File: src/rtl/csi_2_phy_rx_data_lane.sv
// D-PHY data-lane receiver: LP entry tracking, 0xB8 leader hunt, byte alignment.
// Optional macro CSI_2_RX_SYNC_TOL_EN accepts a leader one bit away from 0xB8 as a soft error.
module csi_2_phy_rx_data_lane #(
  parameter int SETTLE_CYCLES = 8,
  parameter int SYNC_TIMEOUT  = 64
) (
  input  logic       SysClk,
  input  logic       Reset,
  input  logic       RxClkActiveHs,
  input  logic       HsBit,
  input  logic       HsBitValid,
  input  logic       LpDp,
  input  logic       LpDn,
  output logic [7:0] RxByteHS,
  output logic       RxValidHS,
  output logic       RxActiveHS,
  output logic       RxSyncHS,
  output logic       ErrSotSyncHS,
  output logic       ErrControl,
  output logic       Stopstate,
  output logic [2:0] o_dbg_state
);

  localparam int SET_W = (SETTLE_CYCLES > 1) ? $clog2(SETTLE_CYCLES + 1) : 1;
  localparam int TO_W  = $clog2(SYNC_TIMEOUT + 1);
  localparam int CNT_W = (TO_W > 3) ? TO_W : 3;
  localparam logic [SET_W-1:0] SET_MAX = SET_W'(SETTLE_CYCLES - 1);
  localparam logic [CNT_W-1:0] TO_LAST = CNT_W'(SYNC_TIMEOUT - 1);
  localparam logic [7:0] LEADER = 8'hB8;

  typedef enum logic [2:0] {
    ST_STOP, ST_HS_RQST, ST_HS_SETTLE, ST_HS_SYNC, ST_HS_RX, ST_HS_WAIT
  } state_t;

  state_t           r_state, w_next;
  logic             r_dp_meta, r_dp_sync, r_dn_meta, r_dn_sync;
  logic [1:0]       w_lp;
  logic [SET_W-1:0] r_settle, w_settle;
  logic [CNT_W-1:0] r_cnt, w_cnt;
  logic [7:0]       r_shift, w_shift, w_shift_in, r_byte, w_byte;
  logic             w_valid, w_sync, w_sot_err, w_ctrl_err, w_match, w_exact;
  logic             r_valid, r_sync, r_sot_err, r_ctrl_err, r_active, r_stop;

  // LP levels are asynchronous; idle lane (LP-11) is the safe reset value.
  always_ff @(posedge SysClk) begin
    if (Reset) begin
      r_dp_meta <= 1'b1;
      r_dp_sync <= 1'b1;
      r_dn_meta <= 1'b1;
      r_dn_sync <= 1'b1;
    end else begin
      r_dp_meta <= LpDp;
      r_dp_sync <= r_dp_meta;
      r_dn_meta <= LpDn;
      r_dn_sync <= r_dn_meta;
    end
  end

  assign w_lp       = {r_dp_sync, r_dn_sync};
  assign w_shift_in = {HsBit, r_shift[7:1]};
  assign w_exact    = (w_shift_in == LEADER);
`ifdef CSI_2_RX_SYNC_TOL_EN
  assign w_match    = ($countones(w_shift_in ^ LEADER) <= 1);
`else
  assign w_match    = w_exact;
`endif

  // HsBitValid qualifies HsBit for one cycle; there is no backpressure, so no ready.
  always_comb begin
    w_next     = r_state;
    w_settle   = r_settle;
    w_cnt      = r_cnt;
    w_shift    = r_shift;
    w_byte     = r_byte;
    w_valid    = 1'b0;
    w_sync     = 1'b0;
    w_sot_err  = 1'b0;
    w_ctrl_err = 1'b0;
    case (r_state)
      ST_STOP: begin
        if (w_lp == 2'b01) w_next = ST_HS_RQST;
      end
      ST_HS_RQST: begin
        if (w_lp == 2'b00) begin
          w_next   = ST_HS_SETTLE;
          w_settle = '0;
        end else if (w_lp == 2'b11) begin
          w_next = ST_STOP;
        end else if (w_lp == 2'b10) begin
          w_next     = ST_STOP;
          w_ctrl_err = 1'b1;
        end
      end
      ST_HS_SETTLE: begin
        if (w_lp == 2'b11) begin
          w_next = ST_STOP;
        end else if (r_settle == SET_MAX) begin
          if (RxClkActiveHs) begin
            w_next  = ST_HS_SYNC;
            w_shift = '0;
            w_cnt   = '0;
          end
        end else begin
          w_settle = r_settle + 1'b1;
        end
      end
      ST_HS_SYNC: begin
        if (w_lp == 2'b11) begin
          w_next = ST_STOP;
        end else if (!RxClkActiveHs) begin
          w_next = ST_HS_WAIT;
        end else if (HsBitValid) begin
          w_shift = w_shift_in;
          if (w_match) begin
            w_next    = ST_HS_RX;
            w_sync    = 1'b1;
            w_sot_err = ~w_exact;
            w_cnt     = '0;
          end else if (r_cnt == TO_LAST) begin
            w_next    = ST_HS_WAIT;
            w_sot_err = 1'b1;
          end else begin
            w_cnt = r_cnt + 1'b1;
          end
        end
      end
      ST_HS_RX: begin
        if (w_lp == 2'b11) begin
          w_next = ST_STOP;
        end else if (!RxClkActiveHs) begin
          w_next = ST_HS_WAIT;
        end else if (HsBitValid) begin
          w_shift = w_shift_in;
          if (r_cnt[2:0] == 3'd7) begin
            w_byte  = w_shift_in;
            w_valid = 1'b1;
            w_cnt   = '0;
          end else begin
            w_cnt = r_cnt + 1'b1;
          end
        end
      end
      ST_HS_WAIT: begin
        if (w_lp == 2'b11) w_next = ST_STOP;
      end
      default: w_next = ST_STOP;
    endcase
  end

  always_ff @(posedge SysClk) begin
    if (Reset) begin
      r_state    <= ST_STOP;
      r_settle   <= '0;
      r_cnt      <= '0;
      r_shift    <= '0;
      r_byte     <= '0;
      r_valid    <= 1'b0;
      r_sync     <= 1'b0;
      r_sot_err  <= 1'b0;
      r_ctrl_err <= 1'b0;
      r_active   <= 1'b0;
      r_stop     <= 1'b1;
    end else begin
      r_state    <= w_next;
      r_settle   <= w_settle;
      r_cnt      <= w_cnt;
      r_shift    <= w_shift;
      r_byte     <= w_byte;
      r_valid    <= w_valid;
      r_sync     <= w_sync;
      r_sot_err  <= w_sot_err;
      r_ctrl_err <= w_ctrl_err;
      r_active   <= (w_next == ST_HS_RX);
      r_stop     <= (w_next == ST_STOP);
    end
  end

  assign RxByteHS     = r_byte;
  assign RxValidHS    = r_valid;
  assign RxActiveHS   = r_active;
  assign RxSyncHS     = r_sync;
  assign ErrSotSyncHS = r_sot_err;
  assign ErrControl   = r_ctrl_err;
  assign Stopstate    = r_stop;
  assign o_dbg_state  = r_state;

endmodule

File: config.mk
export PLATFORM = sky130hd
export DESIGN_NAME = csi_2_phy_rx_data_lane
export DESIGN_NICKNAME = d
export VERILOG_FILES = /design/src/rtl/csi_2_phy_rx_data_lane.sv
export SDC_FILE = /design/constraint.sdc
export NUM_CORES = 1
export LEC_CHECK = 0
export BUFFER_PORTS_ARGS = -buffer_cell sky130_fd_sc_hd__buf_2
export CORE_MARGIN = 1
export CORE_UTILIZATION = 56
export CTS_CLUSTER_SIZE = 14
export DETAILED_ROUTE_END_ITERATION = 7
export PLACE_DENSITY_LB_ADDON = 0.05
export SETUP_SLACK_MARGIN = 0.1
export SYNTH_ARGS = -nofsm -noshare
export SYNTH_HDL_FRONTEND = slang
export SYNTH_SLANG_ARGS = --single-unit
File: constraint.sdc
create_clock -name SysClk -period 2.6 [get_ports SysClk]
set_clock_uncertainty 0.05 [all_clocks]
set_input_delay 0.39 -clock SysClk [delete_from_list [all_inputs] [get_ports SysClk]]
set_output_delay 0.39 -clock SysClk [all_outputs]
set_load 0.02 [all_outputs]
Yosys cells after proc, flatten, opt, wreduce, memory -nomap -nowiden
Cells that the tools add are included.

Flip-flop bits (word level): 40. Bits in latches: 0. Memory bits (writable): 0. Memory bits (read-only): 0. Bits of input ports: 7. Output and inout port bits: 17. Logic and storage cells: 111. Memories: 0.

Add/sub/neg operators: 2. $mul: 0. Div/mod/pow operators: 0. Magnitude comparators: 0. Equal/unequal tests: 28. Shifts and indexed selects: 0. Muxes and demuxes: 45. Bitwise logic cells: 7. Reductions and logical operators: 14.

Operators with widths (count): 7-bit 2-to-1 mux (12); 8-bit 2-to-1 mux (6); 3-bit 2-to-1 mux (15); 2-bit != test (second input constant) (12); 7-bit case mux with 3 select lines (1); 3-bit case mux with 6 select lines (1); 8-bit case mux with 2 select lines (1); 3-bit == test (second input constant) (4); 4-bit 2-to-1 mux (3); 11-bit AND reduction (1); 5-bit OR reduction (2); 8-bit == test (second input constant) (1); 4-bit case mux with 2 select lines (1); 7-bit by 1-bit adder with 7-bit output (second input constant) (1); 7-bit by 6-bit == test with 1-bit output (second input constant) (1); 1-bit inverter (7); 7-bit AND reduction (1); 3-bit by 2-bit == test with 1-bit output (second input constant) (2); 3-bit logical NOT (2); 1-bit 2-to-1 mux (5); 5-bit AND reduction (1); 4-bit by 1-bit adder with 4-bit output (second input constant) (1); 2-bit == test (second input constant) (2); 4-bit by 3-bit == test with 1-bit output (second input constant) (1); other kinds (10) (12).

Depth between registers and ports, before layout
Word-level depth: 8. Mapped depth: 8. Mapped depth without buffers: 7.

Worst setup path before layout
No wires, ideal clock.

Kind: register to register. Start point: register r_dp_sync. End point: register r_cnt[5]. Setup time: 73 ps. Arrival time: 2158 ps. Data required time: 2477 ps. Setup slack: 319 ps. Cell stages (with the launch flop): 9. Buffers on the path: 2. Period minus slack after synthesis: 2281 ps. Path through: dfxtp_1 ha_1 buf_2 nor3b_1 or3b_1 a22o_1 buf_6 or4_1 a21oi_1.

Word-level cells in the longest chain between the ends: 3. Elaborated cells between the ends (all ways): 5. Those cells by class: eq/ne: 4; reduce/logical: 1.

RTL lines: from (decl) (RTL line 36) `logic r_dp_meta, r_dp_sync, r_dn_meta, r_dn_sync;`; from (signal assigned) (RTL line 53) `r_dp_sync <= r_dp_meta;`; 2-bit == test * (RTL line 95, 108, 128); 2-bit != test (no source line); 11-bit AND reduction (no source line) *; to (signal assigned) (RTL line 166) `r_cnt <= w_cnt;`; to (decl) (RTL line 39) `logic [CNT_W-1:0] r_cnt, w_cnt;`.

Every way passes the cells marked *; elsewhere a longest branch is shown, timed or not. A chain may end at the register's enable or synchronous reset.

Final worst setup path
Same ends and word-level chain as after synthesis.

==> flow_summary.yaml <==
status:
  status: "complete, no violations"
routing:
  drc: 0
  wl_mm: 3.43
  first_pass_iters: 4
  vias: 1452
  wl_per_cell_um: 12.9
  drt_iter0_markers: 50
  ant_nets: 0
  viasPerCell: 5.44
global_route:
  grt_antenna_before_repair: 0
  grt_pass1_wl_mm: 5.84
  grt_overflow: 0
  grt_pass1_vias: 1383
  grt_max_degree: 27
  track_usage: 0.227
timing:
  fmax_mhz: 434
  rsz0062_at_grt: "false"
  postLayoutSetupSlackWorst_ns: 0.294
  hold_viol_final: 0
  setup_tns_ns: 0
  finalSetupViolations: 0
  slew_viol_final: 0
  max_slew_margin: 0.693
  period_minus_slack_ns: 2.31
  tightest_slew_ns: 0.460
  finalCritPeriodShare: 0.887
worst_hold_path:
  holdPathStages: 2
  hold_path_class: "input port to register"
placement:
  io_buffers: 23
  dp_hpwl_mm: 2.48
  pre_cts_ws_ns: 0.271
  gp_congestion: 0.841
synth:
  synth_seq_cells: 39
  async_flop_share: 0
  synth_flop_cell: "dfxtp_1"
  synth_area_leaders: "dfxtp_1, mux2i_1, nor2_1"
  synth.largest_area_cell: "dfxtp_1"
  synth-edff-count: 0
  syn_inst: 198
  yosys_warnings: 0
  syn-cell-area_um2: 1800
  syn_nets: 212
  synth-seq-area-share: 0.433
  synth_cell_types: 42
  syn_avg_cell_area_um2: 9.11
  synth_top_area_frac: 0.433
finish:
  area_growth_pct: 12.6
  nets: 237
  nFillCells: 278
  insertedDiodeCount: 0
  final_common_cell: "dfxtp_1"
  final_cell_mix: "dfxtp_1, nor2_1, buf_2, mux2i_1, nor2b_1"
  seq_area_um2: 782
  multi_input_comb_area_um2: 952
  drive_gt1_frac: 0.193
cts:
  cts_setup_buffers: 0
  cts-buffers-inserted: 5
  hold_buffers: 0
  cts_buffer_depth: 2
  root_buffer: "clkbuf_4"
  clock_sinks: 39
  worst_skew_pair.late_latency_ns: 0.34
  clk_pin_slew_ns: 0.11
  htree_levels: 2
  cts_tree: "built"
setup_path:
  required_ns: 2.83
  crit_arrival_ns: 2.53
  cpPeakStageDelay_ns: 0.51
  cp_max_fo: 10
  cp_cell_sequence: "ha_1, nor3b_1, or3b_1, a22o_1, or4_1, a21oi_1"
  slowest_stage: "or4_1"
  startpoint_type: "register"
  crit_type: "register to register"
  end_kind: "register"
  rr_worst_depth: 6
die:
  die-width_um: 58.8
  die_area_um2: 3450
  core_um2: 3050
  initial_core_util: 0.591
  rows: 20
  dieHeight_um: 58.8
  io_pins: 24
run:
  maxCapViolCount: 0
power_and_ir_drop:
  leakage_nw: 0.856
  vdd.ir_drop.worst_v: 0.000297
  power-per-cell-area_nw_per_um2: 502
-- sequential cells by signal, summed over array words and instances (netlist names) --
signal and count:
o_dbg_state 3, ErrControl 1, r_shift 7, r_dp_meta 1
r_settle 4, RxByteHS 8, RxSyncHS 1, Stopstate 1
r_dp_sync 1, r_dn_sync 1, RxValidHS 1, RxActiveHS 1
r_cnt 7, r_dn_meta 1, ErrSotSyncHS 1
-- metal layers --
metal	track usage	vias to the layer above	part of all wire
li1	-	734	-
met1	0.270	667	0.47
met2	0.378	41	0.46
met3	0.0703	10	0.050
met4	0.0918	0	0.019
met5	0	-	0
-- worst paths after layout --
kind | from | endpoint | slack, ns
worst max register to register | r_dp_sync$_SDFF_PP1_ | r_cnt[5]$_SDFFE_PP0P_ | 0.29
worst min register to register | r_dp_meta$_SDFF_PP1_ | r_dp_sync$_SDFF_PP1_ | 0.37
worst min-delay path | LpDp | r_dp_meta$_SDFF_PP1_ | 0.18
worst max-delay path | r_dp_sync$_SDFF_PP1_ | r_cnt[5]$_SDFFE_PP0P_ | 0.29
-- cells by family (layout without fill, tap and decap cells) --
group                    count (synthesis)  count (layout)  synth area share
AO/OA/AOI/OAI                           29              29             0.103
XOR/XNOR                                 4               4            0.0194
adder cells (fa/ha/maj)                  7               7            0.0485
buffers and inverters                   16              41            0.0430
flip-flops                              39              39             0.433
multiplexers                            17              17            0.0943
AND/OR/NAND/NOR                         86              86             0.259
-- final cells by class --
class                      instances  share of cell area
clock buffer                       6              0.0203
clock inverter                     1              0.0148
inverter                           7              0.0129
multi-input combinational        143               0.469
sequential                        39               0.385
tap                               44              0.0271
timing repair buffer              27              0.0714
-- cells in the mapped netlist (all sizes together) (4+ instances only) --
master  count
buf         4
inv         7
nor2       30
a21oi       7
nand2       7
ha          7
mux2i      17
nand3       4
dfxtp      39
nor3b       4
o21ai       8
clkbuf      5
or2         5
nor2b      10
nor3        6
-- where the power goes --
part           switching (mW)  internal, mW  total [mW]  leakage, nW
clock                   0.181         0.198       0.380       0.0383
combinational          0.0232        0.0138      0.0369        0.502
sequential            0.00248         0.601       0.603        0.316
-- worst max-delay path: cells and delay by family (launching register included) --
family | cells | cell delay [ns]
AND/OR/NAND/NOR | 3 | 1.15
AO/OA/AOI/OAI | 2 | 0.49
adder cells (fa/ha/maj) | 1 | 0.21
flip-flops | 1 | 0.34
-- per-stage QoR --
| stage | total power, mW | cell area (µm²) | util | cells | hold WS (ns) |
|---|---|---|---|---|---|
| 6_report | 1.02 | 2030 | 0.666 | 267 | 0.176 |
| 4_1_cts | 1.03 | 2030 | 0.665 | 267 | 0.159 |
| 5_1_grt | 1.06 | 2030 | 0.666 | 267 | 0.158 |
| 3_5_place_dp | 0.654 | 1960 | 0.642 | 260 | 0.345 |
| 2_1_floorplan | 0.639 | 1800 | - | 198 | 0.339 |
| 3_3_place_gp | 0.653 | 1960 | 0.642 | 260 | 0.345 |
-- repair_timing --
item / 4_1_cts / 5_1_grt
hold endpoints to repair: 0 / 0
setup endpoints to repair: 0 / 1
gates resized for setup: 0 / 1
Power figures use the tool's default switching activity.
